===== src/rtl/featuremap_pad_writer.sv =====
// featuremap_pad_writer: streams one raster frame into the conv2d input FIFO,
// surrounding it with a one-word border of +0.0 so the FIFO receives the
// padded (WIDTH+2) x (HEIGHT+2) geometry the line buffers consume.
module featuremap_pad_writer #(
  parameter int unsigned DATA_WIDTH = 32,
  parameter int unsigned WIDTH      = 112,
  parameter int unsigned HEIGHT     = 112
) (
  input  logic                    clk,
  input  logic                    rst,
  input  logic                    start,
  input  logic [3*DATA_WIDTH-1:0] pix_in,
  input  logic                    pix_valid,
  output logic                    pix_ready,
  input  logic                    fifo_full,
  output logic                    wrreq,
  output logic [3*DATA_WIDTH-1:0] data_out,
  output logic                    busy,
  output logic                    frame_done
);

  localparam int unsigned PIX_W = 3 * DATA_WIDTH;
  localparam int unsigned COL_W = $clog2(WIDTH + 2);
  localparam int unsigned ROW_W = $clog2(HEIGHT + 2);

  localparam logic [COL_W-1:0] COL_LAST = COL_W'(WIDTH + 1);
  localparam logic [ROW_W-1:0] ROW_LAST = ROW_W'(HEIGHT + 1);

  typedef enum logic [1:0] {
    ST_IDLE = 2'd0,
    ST_RUN  = 2'd1,
    ST_DONE = 2'd2
  } state_e;

  state_e           state_q, state_d;
  logic [ROW_W-1:0] row_q, row_d;
  logic [COL_W-1:0] col_q, col_d;
  logic             border_c;

  // State and padded-raster position registers
  always_ff @(posedge clk or negedge rst) begin
    if (!rst) begin
      state_q <= ST_IDLE;
      row_q   <= '0;
      col_q   <= '0;
    end else begin
      state_q <= state_d;
      row_q   <= row_d;
      col_q   <= col_d;
    end
  end

  // Border decode of the current padded position
  always_comb begin
    border_c = (row_q == ROW_W'(0)) || (row_q == ROW_LAST) ||
               (col_q == COL_W'(0)) || (col_q == COL_LAST);
  end

  // Next state, raster advance and zero-latency FIFO write path
  always_comb begin
    state_d    = state_q;
    row_d      = row_q;
    col_d      = col_q;
    pix_ready  = 1'b0;
    wrreq      = 1'b0;
    data_out   = '0;
    busy       = 1'b0;
    frame_done = 1'b0;

    case (state_q)
      ST_IDLE: begin
        if (start) begin
          state_d = ST_RUN;
          row_d   = '0;
          col_d   = '0;
        end
      end

      ST_RUN: begin
        busy      = 1'b1;
        // Border words are generated locally and never wait on the source
        pix_ready = ~border_c & ~fifo_full;
        wrreq     = ~fifo_full & (border_c | pix_valid);
        data_out  = border_c ? PIX_W'(0) : pix_in;
        if (wrreq) begin
          if (col_q == COL_LAST) begin
            col_d = '0;
            if (row_q == ROW_LAST) begin
              row_d   = '0;
              state_d = ST_DONE;
            end else begin
              row_d = row_q + ROW_W'(1);
            end
          end else begin
            col_d = col_q + COL_W'(1);
          end
        end
      end

      ST_DONE: begin
        frame_done = 1'b1;
        state_d    = ST_IDLE;
      end

      default: begin
        state_d = ST_IDLE;
        row_d   = '0;
        col_d   = '0;
      end
    endcase
  end

endmodule


===== config.mk =====
export PLATFORM = sky130hd
export DESIGN_NAME = featuremap_pad_writer
export DESIGN_NICKNAME = d
export VERILOG_FILES = /design/src/rtl/featuremap_pad_writer.sv
export SDC_FILE = /design/constraint.sdc
export NUM_CORES = 1
export LEC_CHECK = 0
export ABC_AREA = 1
export CAP_MARGIN = 20
export CELL_PAD_IN_SITES_DETAIL_PLACEMENT = 0
export CELL_PAD_IN_SITES_GLOBAL_PLACEMENT = 2
export CORE_UTILIZATION = 13
export DETAILED_ROUTE_END_ITERATION = 8
export PLACE_DENSITY = 0.88
export RECOVER_POWER = 25
export SYNTH_ARGS = -nofsm -noshare
export SYNTH_HDL_FRONTEND = slang
export SYNTH_SLANG_ARGS = --single-unit

===== constraint.sdc =====
create_clock -name clk -period 4.95 [get_ports clk]
set_clock_uncertainty 0.2 [all_clocks]
set_input_delay 0.495 -clock clk [delete_from_list [all_inputs] [get_ports clk]]
set_output_delay 0.495 -clock clk [all_outputs]
set_load 0.02 [all_outputs]

# == After elaboration in Yosys (flattened, before gate mapping) ==
# Cells that the tools add are included.
# op_classes
add_sub_neg,2
multipliers,0
div,0
order_cmp,0
n_eq_ne,8
shifts,0
mux,19
n_bitwise,6
reduce_logical,9
# ops
cell,count
$mux 96,2
$mux 7,6
$pmux 7 s3,2
$add 7x1->7 const B,2
$eq 7x7->1 const B,2
$logic_not 7->1,2
$mux 2,4
$ne 2x2->1 const B,4
$reduce_and 4->1,2
$mux 1,4
$pmux 2 s2,1
$logic_or 1x1->1,3
$not 1->1,3
$reduce_and 3->1,1
$and 1x1->1,2
$eq 2x1->1 const B,1
$eq 2x2->1 const B,1
$logic_not 2->1,1
$or 1x1->1,1
# word_totals
reg_bits,16
latch_bits,0
mem_bits_rw,0
romBits,0
input_bits,101
output_inout_bits,100
word_cells,47
mem_count,0

# == Logic depth before layout (Yosys ltp) ==
# Gate-level depths: netlist (run 1).
# depth
word_depth,8
ltp_mapped,13
depth_no_buf,13

# == Worst setup path after synthesis (run 1) ==
# No wires, ideal clock.
# synth_timing
kind,reg2out
start,reg row_q[0]
end,out pix_ready
arrival_time_ns,1.646
path_slack_ns,2.609
path_stages_with_launch,11
path_buffers,1
path_cell_list,dfrtp_1 inv_1 ha_1 inv_1 nor2_1 nand3_1 nand2_1 nor2_4 inv_2 buf_6 nor3_1
# synth_via
elab_chain_cells,7
elab_cells_between_ends,8
classes_between,eq/ne (1); mux (1); bitwise (2); reduce/logical (4)
# synth_lines
element,line_no,text
"start, declared",36,"logic [ROW_W-1:0] row_q, row_d;"
"start signal, assigned",48,row_q <= row_d;
$eq 7x7->1 or $logic_not 7->1 (tied branches),55,border_c = (row_q == ROW_W'(0)) || (row_q == ROW_LAST) ||
$logic_or 1x1->1 * (2 in series),55,
$logic_or 1x1->1 *,56,(col_q == COL_W'(0)) || (col_q == COL_LAST);
$not 1->1 *,82,pix_ready = ~border_c & ~fifo_full;
$and 1x1->1 *,82,
$mux 1 *,70,case (state_q)
"end, declared",14,"output logic pix_ready,"
# Every way passes the cells marked *; elsewhere a longest branch is shown, timed or not.

# == Worst setup path after layout (run 1) ==
# layout_timing
start,reg row_q[0]
end,out data_out[6]
# layout_via
elab_chain_cells,6
elab_cells_between_ends,7
classes_between,eq/ne (1); mux (2); reduce/logical (4)
# layout_lines
element,line_no,text
$eq 7x7->1 or $logic_not 7->1 (tied branches),55,
$logic_or 1x1->1 * (2 in series),55,
$logic_or 1x1->1 *,56,
$mux 96 *,84,data_out = border_c ? PIX_W'(0) : pix_in;
$mux 96 *,70,
"end, declared",17,"output logic [3*DATA_WIDTH-1:0] data_out,"
# Marks and branches as above.

==> impl_metrics.json, run 1 <==
{
  "nets": 663,
  "cp-start-kind": "register",
  "post_drt_wl_per_cell_um": 11.6,
  "cts_made_buffers": 3,
  "detailedRoute.firstPassIterationCount": 4,
  "worstSkewPairLatency_ps": 240,
  "flow.area_growth_from_synthesis_pct": 107,
  "placement.io_buffers": 200,
  "number_of_synthesized_flops_with_an_enable_pin": 0,
  "drive_above_1_share_pct": 3.97,
  "pwr-share-seq_pct": 9.1,
  "area_of_the_core_mm2": 0.0153,
  "postSynthCellCount": 370,
  "finalNonFillerCells": 765,
  "netlist.top_cell.by_area": "sky130_fd_sc_hd__nand2_1",
  "fin_worst_hold_slack_ps": 327,
  "multi_input_area_mm2": 0.00136,
  "place.detailed.hpwl_mm": 7.05,
  "chipWidth_um": 127,
  "ys.flop_type": "sky130_fd_sc_hd__dfrtp_1",
  "synthesis.yosys.warnings": 0,
  "pwr-share-clk_pct": 7.2,
  "postSynth.asyncResetShare_pct": 100,
  "cellInternalPower_mw": 0.961,
  "syn_avg_cell_area_um2": 5.51,
  "synth_top_area_share_pct": 24.1,
  "class_of_the_tightest_hold_or_removal_check": "reg2reg",
  "synth_fp_nets": 477,
  "post_synth_main_area_contributors": "sky130_fd_sc_hd__nand2_1 24%, sky130_fd_sc_hd__nor2_1 22%, sky130_fd_sc_hd__dfrtp_1 20%, sky130_fd_sc_hd__nand4_1 4.6%, sky130_fd_sc_hd__buf_2 3.7%",
  "top_level_pins": 201,
  "gpl.final_weighted_congestion": 0.765,
  "fmaxAchievable_ghz": 0.285,
  "seqCellArea_um2": 400,
  "largest_net_degree_at_the_start_of_global_routing": 50,
  "die_h_um": 127,
  "leakage_nw": 1.80,
  "synth.lib_cells_used.distinct": 28,
  "cts-htree-levels": 1,
  "num-fill-cells": 1668,
  "placement_rows": 45,
  "slew_viol_final": 0,
  "crit_arrival_ps": 2820,
  "worst_path_max_delay_cell": "sky130_fd_sc_hd__clkdlybuf4s50_1",
  "maxUsedRoutingLayer": "met4",
  "cts.repair.resized": 0,
  "diodes": 0,
  "drc": 0,
  "route.detailed.vias_per_inst": 3.80,
  "report.final.setup_viol": 0,
  "cp_num_buf_inv": 4,
  "clkSlewWorstSetupHoldPaths_ps": 50,
  "fin_crit_ps": 3510,
  "ant_nets": 0,
  "cts.root.buffer_cell": "sky130_fd_sc_hd__clkbuf_16",
  "numPlacedInstances": 762,
  "worst_r2r_startpoint": "row_q[0]$_DFFE_PN0P_",
  "post_synth_instance_area_mm2": 0.00204,
  "synth.most_common_cell": "sky130_fd_sc_hd__nand2_1",
  "numClockSinks": 16,
  "grt_pass1_vias": 2675,
  "cpLargestDelayFamily": "buffers and inverters",
  "yosys_register_bits": 16,
  "drt_first_iter_violations": 139,
  "cap_viol_max_count": 0,
  "timing.setup.tns_ps": 0,
  "routed-wl-met2_mm": 4.36,
  "timing.critical_path.from": "row_q[0]$_DFFE_PN0P_",
  "power.share.combinational_pct": 83.7,
  "grt_setup_unrepaired": "no",
  "switchingPower_mw": 1.19,
  "starting_density_of_the_core_pct": 13.4,
  "worst_ep_required_time_ps": 4260,
  "route.vias.total": 2910,
  "clock_path_buffers": 2,
  "ir_worst_vdd_v": 0.000259,
  "synth-seq-area-share_pct": 19.6,
  "run_status": "complete, no violations",
  "timing.critical_path.cells": "ha_1 > nand2_1 > inv_1 > nand3_1 > nand2_2 > nor2_1 > inv_2 > buf_4 > nor2_1 > clkdlybuf4s50_1",
  "path_common_cell": "sky130_fd_sc_hd__nor2_1",
  "min_delay_startpoint": "row_q[5]$_DFFE_PN0P_",
  "drt-met1-wl_mm": 3.88,
  "sw_frac_of_total_pct": 55.3,
  "gr-usage-all-layers_pct": 9.93,
  "post-route-period-util_pct": 71.0,
  "tightest_slew_ps": 814,
  "max_stage_delay_ps": 630,
  "max-slew-margin-rel_pct": 45.6,
  "timing.critical_path.to_type": "output pin",
  "critPathKind": "reg2out",
  "first_pass_grt_wire_length_mm": 13.2,
  "die_area_mm2": 0.0162,
  "hold_viol": 0,
  "cts_post_setup_buffers_inserted": 0,
  "dp_worst_setup_slack_ps": 1710,
  "wl_met3_um": 587,
  "power_per_cell_area_mw_per_mm2": 510,
  "tritoncts_clock_tree": "yes",
  "hold_buffers": 0,
  "synth_top_cells_by_count": "131 x sky130_fd_sc_hd__nand2_1, 119 x sky130_fd_sc_hd__nor2_1, 17 x sky130_fd_sc_hd__inv_1",
  "grt_antenna_before_repair": 0,
  "postLayoutSetupSlackWorst_ps": 1440,
  "grt_overflow_total": 0,
  "totalWireLength_mm": 8.84,
  "cp_max_fo": 39
}
registers in the layout, summed over array words and instances, names as in the netlist:
signal,flops
state_q,2
col_q,7
row_q,7
metrics by stage:
step	instance area, um^2	total power, mW	util (%)
finish	4220	2.15	27.6
global route	4220	2.33	27.6
CTS	4260	2.22	27.9
detailed placement	4190	2.05	27.5
global placement	4190	2.03	27.5
floorplan	2040	1.37	-
cells in the final DEF, fill, tap and decap left out:
master,n
sky130_fd_sc_hd__xnor2_1,4
sky130_fd_sc_hd__nor2_2,1
sky130_fd_sc_hd__nand2_1,133
sky130_fd_sc_hd__nor2_4,1
sky130_fd_sc_hd__nor3_1,5
sky130_fd_sc_hd__nor2_1,120
sky130_fd_sc_hd__nand2_2,3
sky130_fd_sc_hd__nand2_4,1
sky130_fd_sc_hd__a21oi_1,2
sky130_fd_sc_hd__buf_4,4
sky130_fd_sc_hd__dfrtp_1,16
sky130_fd_sc_hd__inv_1,17
sky130_fd_sc_hd__clkbuf_16,3
sky130_fd_sc_hd__inv_2,6
sky130_fd_sc_hd__ha_1,6
sky130_fd_sc_hd__clkdlybuf4s50_1,198
sky130_fd_sc_hd__nand3b_4,1
sky130_fd_sc_hd__nand3_1,9
sky130_fd_sc_hd__xor2_1,2
sky130_fd_sc_hd__a31oi_2,1
sky130_fd_sc_hd__o21ai_0,1
sky130_fd_sc_hd__nor3b_1,2
sky130_fd_sc_hd__dlygate4sd3_1,2
sky130_fd_sc_hd__a21oi_2,1
sky130_fd_sc_hd__nand4_1,15
routing by layer:
metal  vias to the layer above  GRT usage, %
li1                       1493             -
met1                      1298          12.1
met2                       117          18.4
met5                         -             0
met4                         0          1.33
met3                         2          1.88
final timing paths:
check,to,slack [ps],cells after the start
setup / recovery,data_out[6],1440,10
hold / removal,row_q[5]$_DFFE_PN0P_,330,2
setup reg to reg,col_q[3]$_DFFE_PN0P_,2350,12
hold reg to reg,row_q[5]$_DFFE_PN0P_,330,2
max in group asynchronous,col_q[0]$_DFFE_PN0P_,3450,1
min in group asynchronous,row_q[4]$_DFFE_PN0P_,590,1
cell families after synthesis:
group / count (synthesis) / share of synthesized area [%]
simple gates: 291 / 60.9
buf+inv: 46 / 11.4
flops: 16 / 19.6
xor+xnor: 6 / 2.58
fa+ha+maj: 6 / 3.68
compound gates: 5 / 1.78
final cells by class:
cell class	instances	share of cell area, %
Clock buffer	3	1.78
Timing Repair Buffer	204	48.2
Sequential cell	16	9.49
Inverter	23	2.05
Tap cell	211	6.26
Multi-Input combinational cell	308	32.2
worst register-to-register path, cell delays in order (launching register included):
cell	delay, ps
sky130_fd_sc_hd__dfrtp_1	430
sky130_fd_sc_hd__ha_1	220
sky130_fd_sc_hd__nand2_1	50
sky130_fd_sc_hd__inv_1	40
sky130_fd_sc_hd__nand3_1	140
sky130_fd_sc_hd__nand2_2	70
sky130_fd_sc_hd__nor2_1	230
sky130_fd_sc_hd__nand2_4	60
sky130_fd_sc_hd__nand2_1	100
sky130_fd_sc_hd__nand2_1	390
sky130_fd_sc_hd__nand3_1	430
sky130_fd_sc_hd__nand2_1	100
sky130_fd_sc_hd__nand2_1	70
power by group through the flow:
stage                     clock network, mW  registers [mW]  logic (mW)
after floorplan                           0           0.191        1.18
after global placement                    0           0.196        1.84
after detailed placement                  0           0.199        1.85
after CTS                             0.159           0.197        1.86
after global routing                  0.166           0.203        1.96
final                                 0.155           0.197        1.80
Note: power is estimated with default switching activity, not from simulation.
==> run 2, diff against run 1 <==
--- a/config.mk
+++ b/config.mk
@@ -9,9 +9,9 @@
 export CAP_MARGIN = 20
 export CELL_PAD_IN_SITES_DETAIL_PLACEMENT = 0
 export CELL_PAD_IN_SITES_GLOBAL_PLACEMENT = 2
-export CORE_UTILIZATION = 13
+export CORE_UTILIZATION = 11
 export DETAILED_ROUTE_END_ITERATION = 8
-export PLACE_DENSITY = 0.88
+export PLACE_DENSITY = 0.8
 export RECOVER_POWER = 25
 export SYNTH_ARGS = -nofsm -noshare
 export SYNTH_HDL_FRONTEND = slang
==> constraint.sdc (replaced) <==
create_clock -name clk -period 3.05 [get_ports clk]
set_clock_uncertainty 0.2 [all_clocks]
set_input_delay 0.305 -clock clk [delete_from_list [all_inputs] [get_ports clk]]
set_output_delay 0.305 -clock clk [all_outputs]
set_load 0.02 [all_outputs]
==> run 2 against run 1 <==
Net effect:
- the flow now finishes with violations (design-rule violations)
- die area up 18%
- power increased by 67%
- register-to-register slack lost 1900 ps
- non-clock buffer count increased by 1
- cell area is 4.2% higher
- flip-flop and latch count stayed put
- hold slack got worse by 1.2 ps
- largest cell class unchanged
==> impl_metrics.json, run 2 (synthesized netlist as in run 1, its figures left out) <==
{
  "leakage_nw": 2.48,
  "clkSlewWorstSetupHoldPaths_ps": 50,
  "max-slew-margin-rel_pct": 45.8,
  "fin_crit_ps": 2880,
  "worst_path_max_delay_cell": "sky130_fd_sc_hd__clkdlybuf4s50_1",
  "slew_viol_final": 0,
  "cp-start-kind": "register",
  "gr-usage-all-layers_pct": 9.07,
  "numClockSinks": 16,
  "cp_max_fo": 45,
  "grt_pass1_vias": 2744,
  "timing.critical_path.cells": "inv_1 > ha_1 > inv_1 > nor2_1 > nand3_1 > nand2_1 > nor2_4 > inv_4 > buf_12 > nor2_1 > clkdlybuf4s50_1",
  "fin_worst_hold_slack_ps": 326,
  "placement_rows": 49,
  "drive_above_1_share_pct": 4.50,
  "failed_checks": "design-rule violations",
  "pwr-share-seq_pct": 8.9,
  "die_h_um": 138,
  "timing.critical_path.to_type": "output pin",
  "drc": 50,
  "cts_made_buffers": 3,
  "place.detailed.hpwl_mm": 6.94,
  "flow.area_growth_from_synthesis_pct": 116,
  "pwr-share-clk_pct": 7.2,
  "final_common_cell": "sky130_fd_sc_hd__clkdlybuf4s50_1",
  "design_area_mm2": 0.00440,
  "final_cell_mix": "160 x sky130_fd_sc_hd__clkdlybuf4s50_1, 133 x sky130_fd_sc_hd__nand2_1, 119 x sky130_fd_sc_hd__nor2_1",
  "cts.repair.resized": 0,
  "tritoncts_clock_tree": "yes",
  "die_area_mm2": 0.0191,
  "cts_post_setup_buffers_inserted": 0,
  "cap_viol_max_count": 0,
  "route.vias.total": 2871,
  "class_of_the_tightest_hold_or_removal_check": "reg2reg",
  "post-route-period-util_pct": 94.4,
  "first_pass_grt_wire_length_mm": 14.4,
  "fmaxAchievable_ghz": 0.347,
  "crit_arrival_ps": 2370,
  "post_drt_wl_per_cell_um": 11.5,
  "grt_setup_unrepaired": "no",
  "critPathKind": "reg2out",
  "worst_r2r_startpoint": "col_q[0]$_DFFE_PN0P_",
  "worst_ep_required_time_ps": 2540,
  "detailedRoute.firstPassIterationCount": 6,
  "switchingPower_mw": 1.96,
  "clock_path_buffers": 2,
  "num-fill-cells": 1985,
  "diodes": 0,
  "largest_net_degree_at_the_start_of_global_routing": 105,
  "timing.setup.tns_ps": 0,
  "nets": 664,
  "top_level_pins": 201,
  "tightest_slew_ps": 810,
  "totalWireLength_mm": 9.03,
  "starting_density_of_the_core_pct": 11.3,
  "reg_top3": "col_q (7), row_q (7), state_q (2)",
  "cellInternalPower_mw": 1.62,
  "timing.critical_path.from": "col_q[0]$_DFFE_PN0P_",
  "cts-htree-levels": 1,
  "report.final.setup_viol": 0,
  "route.detailed.vias_per_inst": 3.66,
  "area_of_the_core_mm2": 0.0181,
  "drt_first_iter_violations": 177,
  "power_per_cell_area_mw_per_mm2": 817,
  "placement.io_buffers": 200,
  "max_stage_delay_ps": 610,
  "grt_antenna_before_repair": 0,
  "chipWidth_um": 138,
  "hold_buffers": 0,
  "gpl.final_weighted_congestion": 0.737,
  "ir_worst_vdd_v": 0.000496,
  "hold_viol": 0,
  "placed_cell_area_mm2": 0.00426,
  "min_delay_startpoint": "row_q[5]$_DFFE_PN0P_",
  "final_core_utilization_pct": 24.3,
  "power.share.combinational_pct": 84.0,
  "worstSkewPairLatency_ps": 250,
  "cts.root.buffer_cell": "sky130_fd_sc_hd__clkbuf_16",
  "ant_nets": 0,
  "power.total_mw": 3.59,
  "grt_overflow_total": 0,
  "run_status": "finished with violations",
  "sw_frac_of_total_pct": 54.7
}
[run 2: per-stage QoR]
step                      worst slack [ps]  cells
after global placement                 315    781
after floorplan                        899    370
final                                  171    784
after global routing                  13.7    784
after CTS                             19.6    784
after detailed placement               289    781
[run 2: cell type report]
| class | instances | area [um^2] | area share, % |
|---|---|---|---|
| Sequential cell | 16 | 400 | 9.11 |
| Clock buffer | 3 | 75.1 | 1.71 |
| Timing Repair Buffer | 205 | 2170 | 49.4 |
| Inverter | 23 | 88.8 | 2.02 |
| Multi-Input combinational cell | 308 | 1370 | 31.2 |
| Tap cell | 229 | 287 | 6.52 |
[run 2: power by group through the flow]
| stage | clock network [mW] | registers, mW | logic, mW |
|---|---|---|---|
| floorplan | 0 | 0.310 | 1.91 |
| global placement | 0 | 0.321 | 3.17 |
| detailed placement | 0 | 0.322 | 3.12 |
| CTS | 0.267 | 0.319 | 3.14 |
| global route | 0.273 | 0.329 | 3.32 |
| finish | 0.257 | 0.319 | 3.01 |
[run 2: worst paths after layout]
kind                                        end  slack [ps]  cells past startpoint
setup / recovery                   data_out[23]         170                     11
hold / removal             row_q[5]$_DFFE_PN0P_         330                      2
setup reg to reg           col_q[4]$_DFFE_PN0P_         430                     13
hold reg to reg            row_q[5]$_DFFE_PN0P_         330                      2
max in group asynchronous  col_q[6]$_DFFE_PN0P_        1750                      1
min in group asynchronous  row_q[4]$_DFFE_PN0P_         390                      1
[run 2: layer usage]
layer | routed length, um | GRT usage [%] | vias up
met5 | 0 | 0 | -
met4 | 120 | 1.48 | 0
met3 | 789 | 2.42 | 10
met2 | 4380 | 16.5 | 121
met1 | 3740 | 10.7 | 1241
li1 | - | - | 1499
[run 2: worst max-delay path, delay by kind of cell, from the launching register on]
kind                     cells  cell delay, ps
buffers and inverters        5            1030
AND/OR/NAND/NOR              5             450
flip-flops                   1             430
adder cells (fa/ha/maj)      1             190
==> run 3, diff against run 2 <==
--- a/config.mk
+++ b/config.mk
@@ -7,11 +7,10 @@
 export LEC_CHECK = 0
 export ABC_AREA = 1
 export CAP_MARGIN = 20
-export CELL_PAD_IN_SITES_DETAIL_PLACEMENT = 0
-export CELL_PAD_IN_SITES_GLOBAL_PLACEMENT = 2
-export CORE_UTILIZATION = 11
+export CORE_UTILIZATION = 27
 export DETAILED_ROUTE_END_ITERATION = 8
-export PLACE_DENSITY = 0.8
+export GPL_TIMING_DRIVEN = 0
+export PLACE_DENSITY = 0.82
 export RECOVER_POWER = 25
 export SYNTH_ARGS = -nofsm -noshare
 export SYNTH_HDL_FRONTEND = slang
==> run 3 against run 2 <==
Net effect:
- the run now ends clean
- die area decreased by 59%
- critical path depth increased by 1
- flip-flop and latch count unchanged
- utilization increased by 34 points
- first-iteration DRC count decreased by 9.6%
- clock power decreased by 36%
- sequential power about the same
- non-clock buffer count increased by 18
- global-route usage increased by 11 points
- register-to-register slack improved by 350 ps
- maximum frequency decreased by 0.29%
- largest cell class unchanged
==> impl_metrics.json, run 3 (synthesized netlist as in run 1, its figures left out) <==
{
  "report.final.setup_viol": 0,
  "fin_crit_ps": 2890,
  "pwr-share-clk_pct": 4.6,
  "cts.root.buffer_cell": "sky130_fd_sc_hd__clkbuf_8",
  "power_per_cell_area_mw_per_mm2": 850,
  "gr-usage-all-layers_pct": 19.7,
  "hold_buffers": 0,
  "switchingPower_mw": 1.99,
  "worst_path_max_delay_cell": "sky130_fd_sc_hd__clkdlybuf4s50_1",
  "cts_made_buffers": 3,
  "slew_viol_final": 0,
  "chipWidth_um": 88.9,
  "timing.critical_path.to_type": "output pin",
  "post-route-period-util_pct": 94.7,
  "num-fill-cells": 687,
  "starting_density_of_the_core_pct": 28.0,
  "fmaxAchievable_ghz": 0.346,
  "cp_max_fo": 10,
  "final_cell_mix": "171 x sky130_fd_sc_hd__clkdlybuf4s50_1, 133 x sky130_fd_sc_hd__nand2_1, 119 x sky130_fd_sc_hd__nor2_1",
  "grt_met2_use_pct": 37.1,
  "nets": 682,
  "leakage_nw": 2.32,
  "seqCellArea_um2": 402,
  "cellInternalPower_mw": 1.61,
  "ir_worst_vdd_v": 0.000400,
  "tightest_slew_ps": 775,
  "cts_post_setup_buffers_inserted": 0,
  "power.total_mw": 3.61,
  "grt_pass1_vias": 2537,
  "critPathKind": "reg2out",
  "timing.setup.tns_ps": 0,
  "numClockSinks": 16,
  "die_h_um": 88.9,
  "postLayoutSetupSlackWorst_ps": 163,
  "worst-r2r-setup-slack_ps": 780,
  "cap_viol_max_count": 0,
  "grt.met3_usage_pct": 2.49,
  "ant_nets": 0,
  "largest_net_degree_at_the_start_of_global_routing": 17,
  "top_level_pins": 201,
  "timing.critical_path.cells": "inv_1 > ha_1 > inv_1 > nor2_1 > nand3_1 > nand2_1 > nor2_4 > inv_2 > buf_6 > buf_6 > nor2_1 > clkdlybuf4s50_1",
  "finalNonFillerCells": 672,
  "first_pass_grt_wire_length_mm": 12.2,
  "globalRouteMet1Util_pct": 22.4,
  "post_drt_wl_per_cell_um": 13.4,
  "placement_rows": 31,
  "crit_arrival_ps": 2380,
  "max_stage_delay_ps": 620,
  "dp_worst_setup_slack_ps": 334,
  "die_area_mm2": 0.00790,
  "totalWireLength_mm": 9.00,
  "worst_ep_required_time_ps": 2540,
  "sw_frac_of_total_pct": 55.3,
  "cp-start-kind": "register",
  "gpl.final_weighted_congestion": 0.875,
  "cts.repair.resized": 0,
  "placement.io_buffers": 200,
  "diodes": 0,
  "max-slew-margin-rel_pct": 48.1,
  "reg_top3": "col_q (7), row_q (7), state_q (2)",
  "grt_overflow_total": 0,
  "hold_viol": 0,
  "cts-htree-levels": 1,
  "drt_first_iter_violations": 160,
  "clock_path_buffers": 2,
  "place.detailed.hpwl_mm": 7.32,
  "fin_worst_hold_slack_ps": 336,
  "run_status": "complete, no violations",
  "pwr-share-seq_pct": 8.9,
  "worstSkewPairLatency_ps": 250,
  "grt_setup_unrepaired": "no",
  "drive_above_1_share_pct": 7.33,
  "class_of_the_tightest_hold_or_removal_check": "reg2reg",
  "final_common_cell": "sky130_fd_sc_hd__clkdlybuf4s50_1",
  "tritoncts_clock_tree": "yes",
  "grt_antenna_before_repair": 0,
  "route.vias.total": 3039,
  "global_route.peak_usage_layer": "met2",
  "route.detailed.vias_per_inst": 4.52,
  "detailedRoute.firstPassIterationCount": 4,
  "multi_input_area_mm2": 0.00137,
  "power.share.combinational_pct": 86.5,
  "numPlacedInstances": 669,
  "clkSlewWorstSetupHoldPaths_ps": 60,
  "flow.area_growth_from_synthesis_pct": 108,
  "drc": 0,
  "area_of_the_core_mm2": 0.00729
}
run 3: cell types whose count changed in the layout (fill, tap and decap cells not counted), moves of 3 or more:
cell,previous run,this run
sky130_fd_sc_hd__clkdlybuf4s50_1,160,171
sky130_fd_sc_hd__buf_2,0,15
sky130_fd_sc_hd__dlymetal6s2s_1,38,27
sky130_fd_sc_hd__buf_12,3,0
sky130_fd_sc_hd__clkbuf_16,3,0
sky130_fd_sc_hd__clkbuf_8,0,3
sky130_fd_sc_hd__buf_6,0,5
run 3: metal layers:
| metal | share of wire (%) | wire length, um |
|---|---|---|
| met1 | 39 | 3500 |
| met2 | 51 | 4590 |
| met3 | 7.0 | 627 |
| met4 | 3.2 | 287 |
| met5 | 0 | 0 |
run 3: power groups by stage:
| stage | registers, mW | clock network (mW) | logic (mW) |
|---|---|---|---|
| after CTS | 0.317 | 0.163 | 3.19 |
| after global placement | 0.318 | 0 | 3.11 |
| after global routing | 0.327 | 0.175 | 3.38 |
| after detailed placement | 0.321 | 0 | 3.18 |
| after floorplan | 0.310 | 0 | 1.91 |
| final | 0.320 | 0.165 | 3.12 |
run 3: final timing paths:
check,startpoint,endpoint,depth (start not counted)
setup / recovery,row_q[0]$_DFFE_PN0P_,data_out[73],12
hold / removal,col_q[1]$_DFFE_PN0P_,col_q[1]$_DFFE_PN0P_,2
setup reg to reg,col_q[1]$_DFFE_PN0P_,col_q[3]$_DFFE_PN0P_,13
hold reg to reg,col_q[1]$_DFFE_PN0P_,col_q[1]$_DFFE_PN0P_,2
max in group asynchronous,rst,col_q[0]$_DFFE_PN0P_,1
min in group asynchronous,rst,col_q[1]$_DFFE_PN0P_,1
run 3: through the flow:
step	util, %	instance area [um^2]
after global routing	58.2	4240
final	58.2	4240
after global placement	57.1	4170
after floorplan	-	2040
after detailed placement	57.1	4170
after CTS	57.7	4210
run 3: critical path, delay by kind of cell, from the launching register on:
kind	cells	cell delay, ps
fa+ha+maj	1	190
buf+inv	6	1100
flops	1	440
simple gates	5	390
run 3: area by class of cell:
type | instances | share of cell area, %
multi-input cells | 308 | 32.4
inverters | 23 | 2.04
well taps | 99 | 2.92
plain buffers | 23 | 3.45
clock buffers | 3 | 0.973
flip-flops and latches | 16 | 9.47
repair buffers | 200 | 48.8
